$ cat src/rtl/uart_tx_arbiter_pkg.sv
// Shared types and constants for the UART transmit arbiter.
// Owner encoding matches the mode_script input level.
package uart_tx_arbiter_pkg;

  typedef enum logic [1:0] {
    ST_IDLE = 2'd0,
    ST_SEND = 2'd1,
    ST_GAP  = 2'd2
  } arb_state_t;

  localparam logic [7:0] IDLE_BYTE_DEFAULT = 8'h00;
  localparam logic       OWNER_MANUAL      = 1'b0;
  localparam logic       OWNER_SCRIPT      = 1'b1;

endpackage

$ cat src/rtl/uart_tx_arbiter_down_counter.sv
// Loadable down counter that saturates at zero; load wins over decrement.
// Registered count, combinational zero flag, no backpressure.
module arb_down_counter #(
  parameter int W = 4
) (
  input  logic         i_clk,
  input  logic         i_rst_n,
  input  logic         i_load,
  input  logic [W-1:0] i_load_val,
  input  logic         i_dec,
  output logic [W-1:0] o_count,
  output logic         o_zero
);

  logic [W-1:0] r_count;

  always_ff @(posedge i_clk or negedge i_rst_n) begin
    if (!i_rst_n) begin
      r_count <= '0;
    end else if (i_load) begin
      r_count <= i_load_val;
    end else if (i_dec && (r_count != '0)) begin
      r_count <= r_count - W'(1);
    end
  end

  assign o_count = r_count;
  assign o_zero  = (r_count == '0);

endmodule

$ cat src/rtl/uart_tx_arbiter.sv
// Grants the UART byte path to the manual or script sender, one byte at a time, owner switched only in IDLE.
// Grant lands one cycle after IDLE sees valid; requesters hold valid until their ack pulse, then wait out the gap.
module uart_tx_arbiter
  import uart_tx_arbiter_pkg::*;
#(
  parameter int unsigned GAP_CYCLES     = 4,
  parameter int unsigned TIMEOUT_CYCLES = 2048,
  parameter logic [7:0]  IDLE_BYTE      = IDLE_BYTE_DEFAULT
) (
  input  logic       i_uart_clk,
  input  logic       i_rst_n,
  input  logic       i_mode_script,
  input  logic       i_script_loading,
  input  logic       i_man_valid,
  input  logic [7:0] i_man_bits,
  output logic       o_man_ack,
  input  logic       i_scr_valid,
  input  logic [7:0] i_scr_bits,
  output logic       o_scr_ack,
  input  logic       i_tx_ready,
  output logic [7:0] o_tx_bits,
  output logic       o_owner,
  output logic       o_busy,
  output logic       o_timeout_err,
  input  logic       i_err_clear
);

  localparam int TW = $clog2(TIMEOUT_CYCLES);
  localparam int GW = $clog2(GAP_CYCLES + 1);

  arb_state_t r_state, w_state_nxt;
  logic [7:0] r_tx_bits, w_tx_bits_nxt;
  logic       r_owner, w_owner_nxt;
  logic       r_man_ack, w_man_ack_nxt;
  logic       r_scr_ack, w_scr_ack_nxt;
  logic       r_timeout_err, w_err_nxt;

  logic          w_tmr_load, w_tmr_dec, w_tmr_zero;
  logic [TW-1:0] w_tmr_cnt;
  logic          w_gap_load, w_gap_dec, w_gap_zero;
  logic [GW-1:0] w_gap_cnt;
  logic          w_sel_vld;
  logic [7:0]    w_sel_bits;
  logic          w_unused_tmr;

  // Timer counts remaining SEND cycles; zero means TIMEOUT_CYCLES cycles have elapsed.
  arb_down_counter #(.W(TW)) u_timer (
    .i_clk      (i_uart_clk),
    .i_rst_n    (i_rst_n),
    .i_load     (w_tmr_load),
    .i_load_val (TW'(TIMEOUT_CYCLES - 1)),
    .i_dec      (w_tmr_dec),
    .o_count    (w_tmr_cnt),
    .o_zero     (w_tmr_zero)
  );

  arb_down_counter #(.W(GW)) u_gap (
    .i_clk      (i_uart_clk),
    .i_rst_n    (i_rst_n),
    .i_load     (w_gap_load),
    .i_load_val (GW'(GAP_CYCLES)),
    .i_dec      (w_gap_dec),
    .o_count    (w_gap_cnt),
    .o_zero     (w_gap_zero)
  );

  assign w_unused_tmr = ^w_tmr_cnt;
  assign w_sel_vld    = i_mode_script ? i_scr_valid : i_man_valid;
  assign w_sel_bits   = i_mode_script ? i_scr_bits  : i_man_bits;

  always_ff @(posedge i_uart_clk or negedge i_rst_n) begin
    if (!i_rst_n) begin
      r_state       <= ST_IDLE;
      r_tx_bits     <= IDLE_BYTE;
      r_owner       <= OWNER_MANUAL;
      r_man_ack     <= 1'b0;
      r_scr_ack     <= 1'b0;
      r_timeout_err <= 1'b0;
    end else begin
      r_state       <= w_state_nxt;
      r_tx_bits     <= w_tx_bits_nxt;
      r_owner       <= w_owner_nxt;
      r_man_ack     <= w_man_ack_nxt;
      r_scr_ack     <= w_scr_ack_nxt;
      r_timeout_err <= w_err_nxt;
    end
  end

  always_comb begin
    w_state_nxt   = r_state;
    w_tx_bits_nxt = r_tx_bits;
    w_owner_nxt   = r_owner;
    w_man_ack_nxt = 1'b0;
    w_scr_ack_nxt = 1'b0;
    w_err_nxt     = r_timeout_err && !i_err_clear;
    w_tmr_load    = 1'b0;
    w_tmr_dec     = 1'b0;
    w_gap_load    = 1'b0;
    w_gap_dec     = 1'b0;
    unique case (r_state)
      ST_IDLE: begin
        w_owner_nxt = i_mode_script;
        if (!i_script_loading && w_sel_vld) begin
          w_tx_bits_nxt = w_sel_bits;
          w_tmr_load    = 1'b1;
          w_state_nxt   = ST_SEND;
        end
      end
      ST_SEND: begin
        w_tmr_dec = 1'b1;
        // A real completion on the timeout cycle is not an error.
        if (i_tx_ready || w_tmr_zero) begin
          if (!i_tx_ready) begin
            w_err_nxt = 1'b1;
          end
          w_man_ack_nxt = (r_owner == OWNER_MANUAL);
          w_scr_ack_nxt = (r_owner == OWNER_SCRIPT);
          w_tx_bits_nxt = IDLE_BYTE;
          w_gap_load    = 1'b1;
          w_state_nxt   = ST_GAP;
        end
      end
      ST_GAP: begin
        w_gap_dec = 1'b1;
        if (w_gap_zero || (w_gap_cnt == GW'(1))) begin
          w_state_nxt = ST_IDLE;
        end
      end
      default: begin
        w_state_nxt = ST_IDLE;
      end
    endcase
  end

  assign o_tx_bits     = r_tx_bits;
  assign o_owner       = r_owner;
  assign o_man_ack     = r_man_ack;
  assign o_scr_ack     = r_scr_ack;
  assign o_timeout_err = r_timeout_err;
  assign o_busy        = (r_state != ST_IDLE);

endmodule

$ cat config.mk
export PLATFORM = sky130hd
export DESIGN_NAME = uart_tx_arbiter
export DESIGN_NICKNAME = d
export VERILOG_FILES = /design/src/rtl/uart_tx_arbiter_pkg.sv /design/src/rtl/uart_tx_arbiter_down_counter.sv /design/src/rtl/uart_tx_arbiter.sv
export SDC_FILE = /design/constraint.sdc
export NUM_CORES = 1
export LEC_CHECK = 0
export CAP_MARGIN = 30
export CORE_MARGIN = 2
export CORE_UTILIZATION = 35
export DETAILED_ROUTE_END_ITERATION = 16
export GPL_TIMING_DRIVEN = 0
export PLACE_DENSITY = 0.61
export REMOVE_ABC_BUFFERS = 1
export SYNTH_ARGS = -nofsm -noshare
export SYNTH_HDL_FRONTEND = slang
export SYNTH_SLANG_ARGS = --single-unit
$ cat constraint.sdc
create_clock -name i_uart_clk -period 2 [get_ports i_uart_clk]
set_clock_uncertainty 0.1 [all_clocks]
set_input_delay 0.4 -clock i_uart_clk [delete_from_list [all_inputs] [get_ports i_uart_clk]]
set_output_delay 0.4 -clock i_uart_clk [all_outputs]
set_load 0.01 [all_outputs]
==> results of run 1 <==
power by group through the flow:
| stage | Sequential [mW] | Combinational, mW | Clock, mW |
|---|---|---|---|
| 6_report | 0.848 | 0.852 | 0.298 |
| 2_1_floorplan | 0.888 | 0.357 | 0 |
| 3_3_place_gp | 0.854 | 0.747 | 0 |
| 5_1_grt | 0.874 | 0.956 | 0.338 |
| 3_5_place_dp | 0.858 | 0.775 | 0 |
| 4_1_cts | 0.846 | 0.838 | 0.306 |
Yosys cell counts, types with 3 or more instances:
cell type	instances
inv_1	6
mux2i_1	11
clkbuf_1	3
dfrtp_1	28
nor2_1	9
o21ai_0	3
nand2_1	12
o22ai_1	8
a21oi_1	4
or3_1	3
nand3_1	5
nor3_1	5
ha_1	4
layout make-up:
class | count | area share
clock buffers | 3 | 0.0203
well taps | 50 | 0.0307
flip-flops and latches | 28 | 0.344
inverters | 6 | 0.0111
multi-input cells | 98 | 0.358
repair buffers | 49 | 0.235
what timing repair did:
action,in CTS,in global routing
setup endpoints to repair,27,23
endpoints found under the hold margin,0,0
resized for setup,12,11
buffers inserted,8,4
pin swaps,3,2
worst max path at each step:
stage                                         from                               to  slack [ps]  cells past startpoint
floorplan           u_timer.o_count[0]$_DFFE_PN0P_  u_timer.o_count[10]$_DFFE_PN0P_        -170                      6
global placement                     i_mode_script   u_timer.o_count[7]$_DFFE_PN0P_        -740                      5
detailed placement                   i_mode_script   u_timer.o_count[7]$_DFFE_PN0P_        -760                      5
CTS                 u_timer.o_count[1]$_DFFE_PN0P_  u_timer.o_count[10]$_DFFE_PN0P_        -180                      6
global route        u_timer.o_count[0]$_DFFE_PN0P_   u_timer.o_count[8]$_DFFE_PN0P_        -200                      6
finish              u_timer.o_count[0]$_DFFE_PN0P_   u_timer.o_count[8]$_DFFE_PN0P_        -160                      6
sequential cells by signal, summed over array words and instances, names as in the netlist:
register,count
u_timer.o_count,11
o_tx_bits,8
u_gap.o_count,3
r_state,2
o_man_ack,1
o_owner,1
o_scr_ack,1
o_timeout_err,1
through the flow:
step | util | setup WS, ps | power, mW | std cells | instance area (um2)
detailed placement | 0.467 | -756 | 1.63 | 219 | 1840
CTS | 0.504 | -179 | 1.99 | 230 | 1990
global route | 0.516 | -197 | 2.17 | 234 | 2040
global placement | 0.460 | -742 | 1.60 | 218 | 1820
finish | 0.516 | -157 | 2.00 | 234 | 2040
floorplan | - | -173 | 1.25 | 132 | 1390
cells in the final DEF (no fill, tap or decap), drive strengths merged, types with 2 or more instances in the layout:
master,count
o31ai,2
nor2b,2
nand3,5
inv,6
and2,2
a21oi,4
mux2i,11
xnor2,2
clkbuf,4
nand2,12
nor3,6
dfrtp,28
or4,2
o22ai,8
nor2,9
clkdlybuf4s50,34
ha,4
or3,5
o21ai,3
buf,13
or2,2
kinds of logic after synthesis:
group,after synthesis,share of synthesized area
AND/OR/NAND/NOR,53,0.207
adder cells (fa/ha/maj),4,0.0354
flip-flops,28,0.496
XOR/XNOR,3,0.0186
multiplexers,12,0.0858
AO/OA/AOI/OAI,26,0.127
buffers and inverters,11,0.0310
routing by layer:
metal,vias up,share of wire,global-route usage
met5,-,0,0
met4,0,0.0090,0.0510
met3,2,0.059,0.0333
met2,37,0.48,0.254
met1,578,0.45,0.220
li1,585,-,-
==> results_dict.tcl, run 1 <==
set metrics [dict create \
    status "complete, but fails checks" \
    violations "setup timing" \
    yosysUniqueCellTypes 42 \
    crit_type "flip-flop to flip-flop" \
    synth.cell_area_mm2 0.00141 \
    drtIter0Drc 52 \
    synth-async-reset-ratio 1.00 \
    grt_pass1_vias 1221 \
    cp_cell_sequence "inv_2 -> ha_4 -> or4b_4 -> or3b_4 -> buf_4 -> a211o_2" \
    combPwrFrac 0.426 \
    leakage_nw 0.834 \
    setup_ws_ps -157 \
    clock_sinks 28 \
    grt_start_max_net_pins 22 \
    holdWs_ps 356 \
    cp-start-kind "flip-flop" \
    setup_viol 17 \
    p_int_mw 1.33 \
    sw_frac_of_total 0.336 \
    clk_latency_ps 270 \
    cts_tree "done" \
    dpl.hpwl_mm 2.23 \
    clk_pin_slew_ps 90 \
    synthTopCellsByArea "dfrtp_1 (50%), mux2i_1 (7.8%), ha_1 (3.5%), o22ai_1 (3.5%), nand2_1 (3.2%)" \
    seqCellArea_um2 701 \
    yosysWarnings 0 \
    grt_util_all_layers 0.160 \
    nNetsFinal 214 \
    grt_overflow 0 \
    syn_to_final_growth_pct 44.0 \
    yosysSeqAreaShare 0.496 \
    cts_max_path_buffers 2 \
    rsz0062_at_grt "yes" \
    diodes 0 \
    max_freq_mhz 464 \
    rr_endpoint "u_timer.o_count[8]$_DFFE_PN0P_" \
    relSlewSlack 0.622 \
    antenna_found_initial 0 \
    ys_ff_latch 28 \
    regToRegStartpoint "u_timer.o_count[0]$_DFFE_PN0P_" \
    crit_buf_inv 2 \
    peakVddDrop_mv 0.502 \
    initial_core_util 0.359 \
    die_h_um 67.6 \
    syn_inst 137 \
    setup-tns-final_ps -963 \
    period_minus_slack_ps 2160 \
    min_period_over_period 1.08 \
    cap_violations 0 \
    die_area_mm2 0.00456 \
    yosysTopAreaCell "dfrtp_1" \
    switching_power_mw 0.671 \
    pwr-share-clk 0.149 \
    gp_congestion 0.901 \
    ctsHoldBuffers 0 \
    required_ps 2060 \
    drv_slew 0 \
    via_per_inst 5.14 \
    hold_path.class "input pin to async pin" \
    p_seq_frac 0.424 \
    num_rows 23 \
    tightestPinTransition_ps 564 \
    post_drt_wl_per_cell_um 13.7 \
    drive_gt1_frac 0.196 \
    cp_slowest_stage_delay_ps 460 \
    cp_slowest_cell "or4b_4" \
    avgSynthCellArea_um2 10.3 \
    numCtsBuffers 3 \
    r2r_slack_ps -160 \
    grt_pass1_wl_mm 5.55 \
    dr.pass1.iters 4 \
    final_hold_viol_count 0 \
    cp_max_fo 2 \
    wl_mm 3.21 \
    drc 0 \
    synth_ff_type "dfrtp_1" \
    reg2reg_depth 6 \
    fill_cells 357 \
    drtAntennaViolNets 0 \
    io_buffers 36 \
    p_per_area_mw_per_mm2 982 \
    synth_top_area_share 0.496 \
    crit_family "simple AND/OR/NAND/NOR gates" \
    worstPathArrival_ps 2210 \
    endpoint_kind "flip-flop" \
    htreeDepth 1 \
    num_io_pins 37 \
    core_mm2 0.00394 \
    multi_input_area_um2 729 \
    synth_edf_count 0 \
    vias 1202 \
    root_buffer "clkbuf_8" \
    die_x_um 67.6 \
]
Power figures use the tool's default switching activity.
==> run 2, diff against run 1 <==
Settings changed: PLACE_DENSITY 0.61 to 0.59.
Clock period 2 ns to 2.6 ns, I/O delays scaled along.
==> run 2 against run 1 <==
  * The flow now finishes without violations
  * Final area is 7.2% lower
  * Critical path depth stayed put
  * Flip-flop and latch count stayed put
  * Non-clock buffer count is 12 lower
  * Maximum frequency is 8.0% lower
  * Core utilization is 3.7 points lower
  * Clock power is 21% lower
  * Die area stayed put
  * Global-route usage is 1.1 points lower
  * Sequential share of layout area is 2.7 points higher
  * First-iteration DRC count is 79% higher
  * Highest routed layer unchanged
==> results_dict.tcl, run 2 (synthesis results as in run 1) <==
set metrics [dict create \
    via_per_inst 5.17 \
    diodes 0 \
    relSlewSlack 0.449 \
    status "finished, final reports clean" \
    initial_core_util 0.359 \
    grt_util_all_layers 0.150 \
    cp_cell_sequence "inv_1 -> ha_1 -> or4b_4 -> nor3_2 -> o21a_2 -> o22ai_1" \
    cap_violations 0 \
    wl_mm 2.94 \
    whs_endpoint "u_timer.o_count[10]$_DFFE_PN0P_" \
    final_area_mm2 0.00189 \
    drv_slew 0 \
    period_minus_slack_ps 2350 \
    reg2reg_depth 6 \
    num_io_pins 37 \
    grt_overflow 0 \
    antenna_found_initial 0 \
    cp_slowest_cell "nor3_2" \
    setup_viol 0 \
    clk_pin_slew_ps 90 \
    drc 0 \
    drtIter0Drc 93 \
    rsz0062_at_grt "no" \
    gp_congestion 0.890 \
    num_rows 23 \
    rr_endpoint "o_tx_bits[6]$_DFFE_PN0P_" \
    clock_sinks 28 \
    htreeDepth 1 \
    largest_reg_flops 11 \
    cp_max_fo 11 \
    fin_util 0.479 \
    cts_tree "done" \
    die_area_mm2 0.00456 \
    cp-start-kind "flip-flop" \
    placedInstanceArea_mm2 0.00184 \
    r2r_slack_ps 250 \
    die_x_um 67.6 \
    final_hold_viol_count 0 \
    grt_start_max_net_pins 22 \
    p_per_area_mw_per_mm2 781 \
    regToRegStartpoint "u_timer.o_count[0]$_DFFE_PN0P_" \
    min_from "u_timer.o_count[10]$_DFFE_PN0P_" \
    fin_cells 222 \
    root_buffer "clkbuf_8" \
    die_h_um 67.6 \
    clk_latency_ps 270 \
    holdWs_ps 385 \
    io_buffers 36 \
    drtAntennaViolNets 0 \
    worstPathArrival_ps 2390 \
    cp_slowest_stage_delay_ps 500 \
    endpoint_kind "flip-flop" \
    setup_ws_ps 255 \
    syn_to_final_growth_pct 33.6 \
    vias 1148 \
    nNetsFinal 202 \
    peakVddDrop_mv 0.379 \
    dr.pass1.iters 4 \
    min_period_over_period 0.902 \
    core_mm2 0.00394 \
    numCtsBuffers 3 \
    max_freq_mhz 426 \
    setup-tns-final_ps 0 \
    dp.cells 219 \
    cts_max_path_buffers 2 \
    leakage_nw 0.752 \
    required_ps 2650 \
    dpl.hpwl_mm 2.22 \
    ctsHoldBuffers 0 \
    grt_pass1_wl_mm 5.13 \
    p_total_mw 1.48 \
    drive_gt1_frac 0.0872 \
    hold_path.class "flip-flop to flip-flop" \
    tightestPinTransition_ps 820 \
    grt_pass1_vias 1172 \
    final_common_cell "clkdlybuf4s50_1" \
    most-common-layout-cells "clkdlybuf4s50_1 (35), dfrtp_1 (28), nand2_1 (12)" \
    place_ws_ps -271 \
    holdPathStages 1 \
    post_drt_wl_per_cell_um 13.2 \
    crit_type "flip-flop to flip-flop" \
]
## run 2: changes by cell type in the layout (fill, tap and decap cells not counted), sizes merged
cell | previous run | this run
buf | 13 | 1
clkbuf | 4 | 3
clkdlybuf4s50 | 34 | 35
dlygate4sd2 | 1 | 0
dlymetal6s2s | 0 | 1
## run 2: cell type report
class / count / area, um2
fillers: 354 / 2050
flip-flops and latches: 28 / 701
multi-input cells: 98 / 672
repair buffers: 37 / 390
well taps: 50 / 62.6
clock buffers: 3 / 41.3
inverters: 6 / 22.5
## run 2: metal layers
layer / up-vias / GRT usage / part of all wire
met2: 34 / 0.232 / 0.48
met1: 542 / 0.200 / 0.45
met3: 4 / 0.0400 / 0.068
met4: 0 / 0.0536 / 0.0085
li1: 568 / - / -
met5: - / 0 / 0
## run 2: worst max path at each step
stage / startpoint / to / slack, ps / cells after the start
floorplan: u_timer.o_count[0]$_DFFE_PN0P_ / u_timer.o_count[10]$_DFFE_PN0P_ / 430 / 6
global placement: i_mode_script / u_timer.o_count[7]$_DFFE_PN0P_ / -260 / 5
detailed placement: i_mode_script / u_timer.o_count[7]$_DFFE_PN0P_ / -270 / 5
CTS: i_mode_script / u_timer.o_count[7]$_DFFE_PN0P_ / 10 / 5
global route: u_timer.o_count[0]$_DFFE_PN0P_ / o_tx_bits[6]$_DFFE_PN0P_ / 70 / 6
finish: u_timer.o_count[0]$_DFFE_PN0P_ / o_tx_bits[6]$_DFFE_PN0P_ / 250 / 6
## run 2: power by group
part	total, mW	internal [mW]	leakage, nW	switching [mW]
clock network	0.235	0.104	0.0216	0.131
registers	0.654	0.562	0.317	0.0919
logic	0.587	0.321	0.414	0.265
total	1.48	0.988	0.752	0.488
## run 2: what timing repair did
action                     CTS  global route
setup endpoints to repair    0            16
buffers inserted             0             0
gates resized for setup      0             3
## run 2: critical path, delay by kind of cell (launching register included)
kind / cells / cell delay (ps)
adder cells (fa/ha/maj): 1 / 160
buffers and inverters: 1 / 80
flip-flops: 1 / 420
AO/OA/AOI/OAI: 2 / 460
AND/OR/NAND/NOR: 2 / 990
==> run 3, diff against run 2 <==
Settings changed: SKIP_CTS_REPAIR_TIMING set to 1.
==> results of run 3 <==
Same layout as run 2: the final DEF is identical, and so are final timing and power.
